### config.mk
export PLATFORM = sky130hd
export DESIGN_NAME = arith_result_decoder
export DESIGN_NICKNAME = d
export VERILOG_FILES = /design/src/rtl/arith_result_decoder.sv
export SDC_FILE = /design/constraint.sdc
export NUM_CORES = 1
export LEC_CHECK = 0
export CORE_MARGIN = 1
export CORE_UTILIZATION = 35
export CTS_BUF_LIST = sky130_fd_sc_hd__clkbuf_16
export DETAILED_ROUTE_END_ITERATION = 10
export PLACE_DENSITY = 0.68
export SLEW_MARGIN = 20
export SYNTH_ARGS = -nofsm -noshare
export SYNTH_HDL_FRONTEND = slang
export SYNTH_SLANG_ARGS = --single-unit
export TNS_END_PERCENT = 50
### constraint.sdc
create_clock -name clk -period 2 [get_ports clk]
set_clock_uncertainty 0.15 [all_clocks]
set_input_delay 0.4 -clock clk [delete_from_list [all_inputs] [get_ports clk]]
set_output_delay 0.4 -clock clk [all_outputs]
set_load 0.01 [all_outputs]
### src/rtl/arith_result_decoder.sv
// arith_result_decoder: decodes the arithmetic result bus to BCD digits and seven-segment codes
module arith_result_decoder #(
  parameter logic SEG_ACTIVE_LOW = 1'b1,
  parameter logic BLANK_LEADING = 1'b1
) (
  input  logic       clk,
  input  logic       rst_n,
  input  logic       start,
  input  logic [7:0] result,
  input  logic       flag,
  input  logic [1:0] select,
  output logic       busy,
  output logic       done,
  output logic [3:0] bcd_h,
  output logic [3:0] bcd_t,
  output logic [3:0] bcd_o,
  output logic       negative,
  output logic       half,
  output logic [6:0] seg_h,
  output logic [6:0] seg_t,
  output logic [6:0] seg_o
);
  typedef enum logic [1:0] {IDLE, LOAD, SHIFT, DONE} state_t;
  state_t state, state_n;
  logic [8:0] v, dec_v;
  logic [11:0] acc, adj;
  logic [3:0] cnt, neg4;
  logic neg_r, half_r;
  function automatic logic [6:0] enc(input logic [3:0] d, input logic blank);
    logic [6:0] c;
    case (d)
      4'd0: c = 7'h40;
      4'd1: c = 7'h79;
      4'd2: c = 7'h24;
      4'd3: c = 7'h30;
      4'd4: c = 7'h19;
      4'd5: c = 7'h12;
      4'd6: c = 7'h02;
      4'd7: c = 7'h78;
      4'd8: c = 7'h00;
      4'd9: c = 7'h10;
      default: c = 7'h7f;
    endcase
    c = blank ? 7'h7f : c;
    return SEG_ACTIVE_LOW ? c : ~c;
  endfunction
  assign neg4 = ~result[3:0] + 4'd1;
  assign dec_v = select == 2'd0 ? {4'b0, flag, result[3:0]} :
                 select == 2'd1 ? {5'b0, flag ? neg4 : result[3:0]} :
                 select == 2'd2 ? {flag, result} : {1'b0, result};
  genvar i;
  for (i = 0; i < 3; i++) begin : g_adj
    assign adj[4*i+3:4*i] = acc[4*i+3:4*i] >= 4'd5 ? acc[4*i+3:4*i] + 4'd3 : acc[4*i+3:4*i];
  end
  // A start arriving while done is still high is dropped so back-to-back requests never overlap the done cycle
  always_comb
    state_n = state == IDLE  ? (start && !done ? LOAD : IDLE) :
              state == LOAD  ? SHIFT :
              state == SHIFT ? (cnt == 4'd1 ? DONE : SHIFT) : IDLE;
  assign busy = state == SHIFT || state == DONE;
  always_ff @(posedge clk or negedge rst_n)
    if (!rst_n) begin
      state <= IDLE;
      done <= 1'b0;
      v <= '0;
      acc <= '0;
      cnt <= '0;
      neg_r <= 1'b0;
      half_r <= 1'b0;
      bcd_h <= '0;
      bcd_t <= '0;
      bcd_o <= '0;
      negative <= 1'b0;
      half <= 1'b0;
      seg_h <= enc(4'd0, BLANK_LEADING);
      seg_t <= enc(4'd0, BLANK_LEADING);
      seg_o <= enc(4'd0, 1'b0);
    end else begin
      state <= state_n;
      done <= state == DONE;
      case (state)
        LOAD: begin
          v <= dec_v;
          neg_r <= select == 2'd1 && flag;
          half_r <= select == 2'd3 && flag;
          acc <= '0;
          cnt <= 4'd9;
        end
        SHIFT: begin
          {acc, v} <= {adj[10:0], v, 1'b0};
          cnt <= cnt - 4'd1;
        end
        DONE: begin
          bcd_h <= acc[11:8];
          bcd_t <= acc[7:4];
          bcd_o <= acc[3:0];
          negative <= neg_r;
          half <= half_r;
          seg_h <= enc(acc[11:8], BLANK_LEADING && acc[11:8] == 4'd0);
          seg_t <= enc(acc[7:4], BLANK_LEADING && acc[11:4] == 8'd0);
          seg_o <= enc(acc[3:0], 1'b0);
        end
        default: ;
      endcase
    end
endmodule

==> metrics.md, run 1 <==
| Metric | Value |
|---|---|
| Gate power share | 0.431 |
| Synth area leader | dfrtp_1 |
| Max FO, Critical Path | 2 |
| Grt total ovfl | 0 |
| CTS tree | built |
| Leak | 1.95 nW |
| RSZ-0062 raised after global routing | no |
| Cells after Synth | about 340 |
| Clock power frac | 0.234 |
| Gr usage total | 0.156 |
| Top delay family on crit path | flip-flops |
| Hold Crit Class | flip-flop to flip-flop |
| Layout Cells excl Fill | 528 |
| Top_reg_cell synth | dfrtp_1 |
| Status | finished, final reports clean |
| Nets@finish | approximately 430 |
| Via Count | around 2600 |
| Row count | 35 |
| Total Wirelength | 7.06 mm |
| PwrDens | 1490 nW/µm² |
| Slowest CP cell | dfstp_2 |
| N_diodes | 0 |
| Top-area cell type share of the netlist area | 0.364 |
| Count of final hold-check violations | 0 |
| CP Cell Sequence | clkdlybuf4s50_1 |
| Ports | roughly 50 |
| First-pass GRT wire length | 12.4 mm |
| Dpl ws | 0.0160 ns |
| Slew headroom | 0.633 |
| Critical Path End Type | output pin |
| Yosys reg bits | 65 |
| Final HPWL DP | between 4 and 5 mm |
| Sum of negative setup slack | 0 ns |
| Crit path DAT | between 1 and 1.5 ns |
| VDD IR max | between 0.8 and 0.9 mV |
| Chip width | slightly above 100 µm |
| Cell Area, Synth | ~3400 µm² |
| Largest net degree at the start of global routing | 66 |
| Placed insts | 510 |
| DRC | 0 |
| Share of cells above drive strength 1 | 0.183 |
| Reg2Reg Setup Slack | between 0.15 and 0.2 ns |
| Synth area leaders | dfrtp_1, dfstp_2, ha_1 |
| CTS Buffer Depth | 2 |
| # H-tree levels | 3 |
| WS Path Type | flip-flop to output pin |
| Syn Nets | 374 |
| DR vias/cell | between 4 and 5 |
| DRT Pass-1 Iters | 4 |
| Hold Worst Slack | 0.305 ns |
| Port bufs | 50 |
| Synth unique cells | 45 |
| Iter 0 DRT Violations | 162 |
| Ys Warns | 0 |
| Asr flop ratio synth | 1.00 |
| Area delta synth->final | 28.9% |
| DIE HEIGHT | approximately 100 µm |
| Initial antenna violation count | 0 |
| Core area | 9370 µm² |
| Seq pwr share | 0.335 |
| Routability congestion estimate | around 0.83 |
| Max Cap Viol | 0 |
| Final min period | a little under 2 ns |
| Syn_area_per_cell | between 10 and 15 µm² |
| Bufs and invs on worst path | 1 |
| Number of buffers created by CTS | 9 |
| Required @ worst endpoint | roughly 1.5 ns |
| Clk root buf | clkbuf_16 |
| F_max | approximately 520 MHz |
| Tcrit/Tclk final | 0.969 |
| Num Clock Sinks | between 60 and 70 |
| Switching pwr | between 2 and 2.5 mW |
| CP peak stage delay | 0.53 ns |
| EDFF count, synth | 0 |
| Worst Max-Slew Pin Slew | between 0.5 and 0.6 ns |
| Critical path startpoint category | flip-flop |
| Vias in the first global route | between 2000 and 3000 |
| Initial Util | 0.366 |
| Detail Route Antenna Nets | 0 |
| Final setup fails | 0 |
| PnR worst setup slack | 0.0618 ns |
| Final Slew Violations | 0 |
| Die area | between 10000 and 15000 µm² |
| Sw Share | 0.363 |
| Sequential share of the synthesized area | 0.479 |
| Pwr Total | 6.59 mW |
| Internal cell power | 4.20 mW |
| CTS clk-pin slew, worst paths | ~0.060 ns |
| Clk_lat worst skew | 0.33 ns |
| Routed length per instance | 13.4 µm |
==> power groups by stage <==
stage / Combinational (mW) / Sequential (mW) / Clock [mW]
after floorplan: 1.73 / 2.26 / 0
after global placement: 2.82 / 2.21 / 0
after detailed placement: 2.88 / 2.23 / 0
after CTS: 2.89 / 2.22 / 1.58
after global routing: 3.21 / 2.28 / 1.65
final: 2.85 / 2.21 / 1.54
==> flip-flops by register name, summed over array words and instances, names as in the netlist, 4 cells and up <==
register and cells:
acc 12, bcd_t 4, seg_t 7, seg_o 7
bcd_o 4, cnt 4, v 9, seg_h 7
bcd_h 4
==> synth_stat cells (4+ instances only) <==
library cell	count
inv_2	4
o21ai_0	14
nor2_1	21
xnor2_1	4
mux2_2	15
dfrtp_1	50
o21ai_1	12
inv_1	31
dfstp_2	15
a21oi_1	14
ha_1	23
o22a_1	5
o31ai_1	6
clkbuf_1	4
mux2i_1	8
nor3_1	4
or3_1	4
buf_2	16
o211ai_1	4
o22ai_1	7
a31oi_1	6
nand2_1	20
nand2b_1	7
==> final cells by class <==
| type | count | area (µm²) |
|---|---|---|
| fillers | 919 | 4940 |
| flip-flops and latches | 65 | 1650 |
| multi-input cells | 216 | 1560 |
| repair buffers | 67 | 633 |
| clock buffers | 9 | 225 |
| well taps | 129 | 161 |
| inverters | 35 | 131 |
| clock inverters | 7 | 70.1 |
==> placed cells by master, fill, tap and decap left out, drive strengths merged, types with 4 or more instances in the layout <==
cell           netlist  layout
dfrtp               50      50
clkdlybuf4s50        0      48
inv                 35      36
o21ai               26      26
ha                  23      23
nor2                21      21
nand2               20      20
buf                 17      18
a21oi               17      17
mux2                15      15
dfstp               15      15
clkbuf               4       9
mux2i                8       8
nand2b               7       7
o22ai                7       7
a31oi                6       6
o31ai                6       6
o22a                 5       5
or3                  4       4
xnor2                4       4
o211ai               4       4
nor3                 4       4
clkinv               0       4
==> per-layer routing <==
metal | part of all wire | vias up | track usage | routed length [µm]
li1 | - | 1298 | - | -
met1 | 0.48 | 1265 | 0.197 | 3410
met2 | 0.46 | 52 | 0.250 | 3220
met3 | 0.045 | 10 | 0.0499 | 321
met4 | 0.016 | 0 | 0.0569 | 112
met5 | 0 | - | 0 | 0
==> logic make-up after synthesis <==
family / count (synthesis) / synth area share
AND/OR/NAND/NOR: 70 / 0.102
multiplexers: 23 / 0.0725
buffers and inverters: 56 / 0.0670
AO/OA/AOI/OAI: 96 / 0.186
adder cells (fa/ha/maj): 23 / 0.0838
XOR/XNOR: 4 / 0.0102
flip-flops: 65 / 0.479
==> what timing repair did <==
item	in CTS	in global routing
endpoints found under the hold margin	50	0
gates resized for setup	4	0
endpoints found under the setup margin	1	0
buffers inserted	1	0
hold buffers	1	0
==> per-stage QoR <==
| stage | utilization | area, µm² |
|---|---|---|
| after floorplan | - | 3430 |
| final | 0.472 | 4430 |
| after detailed placement | 0.440 | 4120 |
| after CTS | 0.472 | 4430 |
| after global placement | 0.440 | 4120 |
| after global routing | 0.472 | 4430 |
==> worst paths after layout <==
check / from / endpoint / cells after the start
setup / recovery: seg_t[0]$_DFFE_PN1P_ / seg_t[0] / 1
min in group asynchronous: rst_n / v[7]$_DFFE_PN0P_ / 3
hold / removal: seg_h[5]$_DFFE_PN1P_ / seg_h[5]$_DFFE_PN1P_ / 2
max in group asynchronous: rst_n / seg_h[4]$_DFFE_PN1P_ / 3
hold reg to reg: seg_h[5]$_DFFE_PN1P_ / seg_h[5]$_DFFE_PN1P_ / 2
setup reg to reg: acc[4]$_DFFE_PN0P_ / acc[6]$_DFFE_PN0P_ / 6
(Power assumes the default switching activity.)
==> run 2, diff against run 1 <==
--- a/config.mk
+++ b/config.mk
@@ -9,6 +9,7 @@
 export CORE_UTILIZATION = 35
 export CTS_BUF_LIST = sky130_fd_sc_hd__clkbuf_16
 export DETAILED_ROUTE_END_ITERATION = 10
+export MAX_ROUTING_LAYER = met4
 export PLACE_DENSITY = 0.68
 export SLEW_MARGIN = 20
 export SYNTH_ARGS = -nofsm -noshare
==> run 2 against run 1 <==
Worst hold slack about the same. Global-route usage is 0.44 points higher. First-iteration DRC count shrank 15%. Critical endpoint unchanged. Highest routed layer unchanged.
==> metrics.md, run 2 (synthesized netlist as in run 1, its figures left out) <==
| Metric | Value |
|---|---|
| Top delay family on crit path | flip-flops |
| WS Path Type | flip-flop to output pin |
| CTS clk-pin slew, worst paths | around 0.060 ns |
| Critical path startpoint category | flip-flop |
| Clk_lat worst skew | roughly 0.34 ns |
| Gr usage total | 0.161 |
| First-pass GRT wire length | 12.4 mm |
| DIE HEIGHT | slightly above 100 µm |
| Largest net degree at the start of global routing | 66 |
| Sum of negative setup slack | 0 ns |
| Number of buffers created by CTS | 9 |
| Core area | approximately 9400 µm² |
| Reg2reg path depth | 6 |
| Commonest non-fill, non-tap cell in the layout | dfrtp_1 |
| CP peak stage delay | between 0.5 and 0.6 ns |
| DRC | 0 |
| CTS tree | built |
| Sw Share | 0.364 |
| Via Count | 2613 |
| F_max | between 500 and 600 MHz |
| Initial antenna violation count | 0 |
| Ports | 51 |
| Detail Route Antenna Nets | 0 |
| Share of cells above drive strength 1 | 0.183 |
| Max Cap Viol | 0 |
| Final Slew Violations | 0 |
| Status | finished, final reports clean |
| Grt total ovfl | 0 |
| CP Cell Sequence | clkdlybuf4s50_1 |
| Final core utilization | 0.472 |
| Max FO, Critical Path | 2 |
| Bufs and invs on worst path | 1 |
| Hold Crit Class | flip-flop to flip-flop |
| PwrDens | 1490 nW/µm² |
| DRT Pass-1 Iters | 4 |
| Worst Max-Slew Pin Slew | roughly 0.55 ns |
| RSZ-0062 raised after global routing | no |
| Final HPWL DP | ~4.9 mm |
| VDD IR max | 0.831 mV |
| Commonest cells after routing, fill and taps aside | dfrtp_1, clkdlybuf4s50_1, inv_1, ha_1, nor2_1 |
| Biggest register | acc |
| Max reg flops | 12 |
| # H-tree levels | 3 |
| Required @ worst endpoint | 1.45 ns |
| Hold path depth | 2 |
| Total Wirelength | about 7 mm |
| Count of final hold-check violations | 0 |
| CTS Buffer Depth | 2 |
| Slew headroom | 0.636 |
| Leak | slightly below 2 nW |
| Tcrit/Tclk final | 0.970 |
| Iter 0 DRT Violations | around 140 |
| Row count | 35 |
| Top Registers | acc x12, v x9 |
| Die area | approximately 10000 µm² |
| Clock power frac | 0.234 |
| Final min period | between 1.5 and 2 ns |
| Nets@finish | approximately 430 |
| Initial Util | 0.366 |
| Routed length per instance | about 13 µm |
| N_diodes | 0 |
| Num Clock Sinks | 65 |
| DR vias/cell | 4.95 |
| Port bufs | 50 |
| Slowest CP cell | dfstp_2 |
| Internal cell power | between 4 and 5 mW |
| Vias in the first global route | 2658 |
| Gate power share | 0.432 |
| Crit path DAT | 1.39 ns |
| CP Depth | 1 |
| Critical Path End Type | output pin |
| Chip width | 101 µm |
| Area delta synth->final | 28.9% |
| Final setup fails | 0 |
| Switching pwr | between 2 and 2.5 mW |
| Clk root buf | clkbuf_16 |
| Seq pwr share | 0.335 |
| Routability congestion estimate | between 0.8 and 0.9 |
## run 2: cell counts in the layout (fill, tap and decap cells not counted)
Identical to the previous run, type by type.
## run 2: final timing paths
path	startpoint	end	slack, ns
min in group asynchronous	rst_n	v[7]$_DFFE_PN0P_	0.45
max in group asynchronous	rst_n	seg_h[4]$_DFFE_PN1P_	0.91
worst min register to register	seg_h[5]$_DFFE_PN1P_	seg_h[5]$_DFFE_PN1P_	0.30
worst min-delay path	seg_h[5]$_DFFE_PN1P_	seg_h[5]$_DFFE_PN1P_	0.30
worst max-delay path	seg_t[0]$_DFFE_PN1P_	seg_t[0]	0.06
worst max register to register	acc[4]$_DFFE_PN0P_	acc[6]$_DFFE_PN0P_	0.16
## run 2: layout make-up
cell class	count	area (µm²)
clock buffers	9	225
clock inverters	7	70.1
fillers	919	4940
inverters	35	131
multi-input cells	216	1560
flip-flops and latches	65	1650
well taps	129	161
repair buffers	67	633
## run 2: metrics by stage
step / hold slack, ns / total power, mW / setup slack, ns / area, µm² / instances
finish: 0.305 / 6.60 / 0.0593 / 4430 / 528
global route: 0.331 / 7.14 / 0.0205 / 4430 / 528
CTS: 0.308 / 6.69 / 0.0474 / 4430 / 528
detailed placement: 0.291 / 5.11 / 0.0160 / 4120 / 510
global placement: 0.287 / 5.03 / 0.0384 / 4120 / 510
floorplan: -0.0456 / 3.99 / 0.248 / 3430 / 337
## run 2: layer usage
layer | routed length [µm] | track usage
met4 | 98 | 0.0468
met5 | 0 | -
met3 | 345 | 0.0548
met1 | 3400 | 0.197
met2 | 3220 | 0.250
## run 2: what timing repair did
action	in CTS	in global routing
endpoints found under the hold margin	50	0
setup endpoints to repair	1	0
hold buffers	1	0
resized for setup	4	0
setup buffers	1	0
## run 2: power by group through the flow
stage | logic (mW) | registers, mW | clock network (mW)
after floorplan | 1.73 | 2.26 | 0
after global placement | 2.82 | 2.21 | 0
after detailed placement | 2.88 | 2.23 | 0
after CTS | 2.89 | 2.22 | 1.58
after global routing | 3.21 | 2.28 | 1.65
final | 2.85 | 2.21 | 1.54
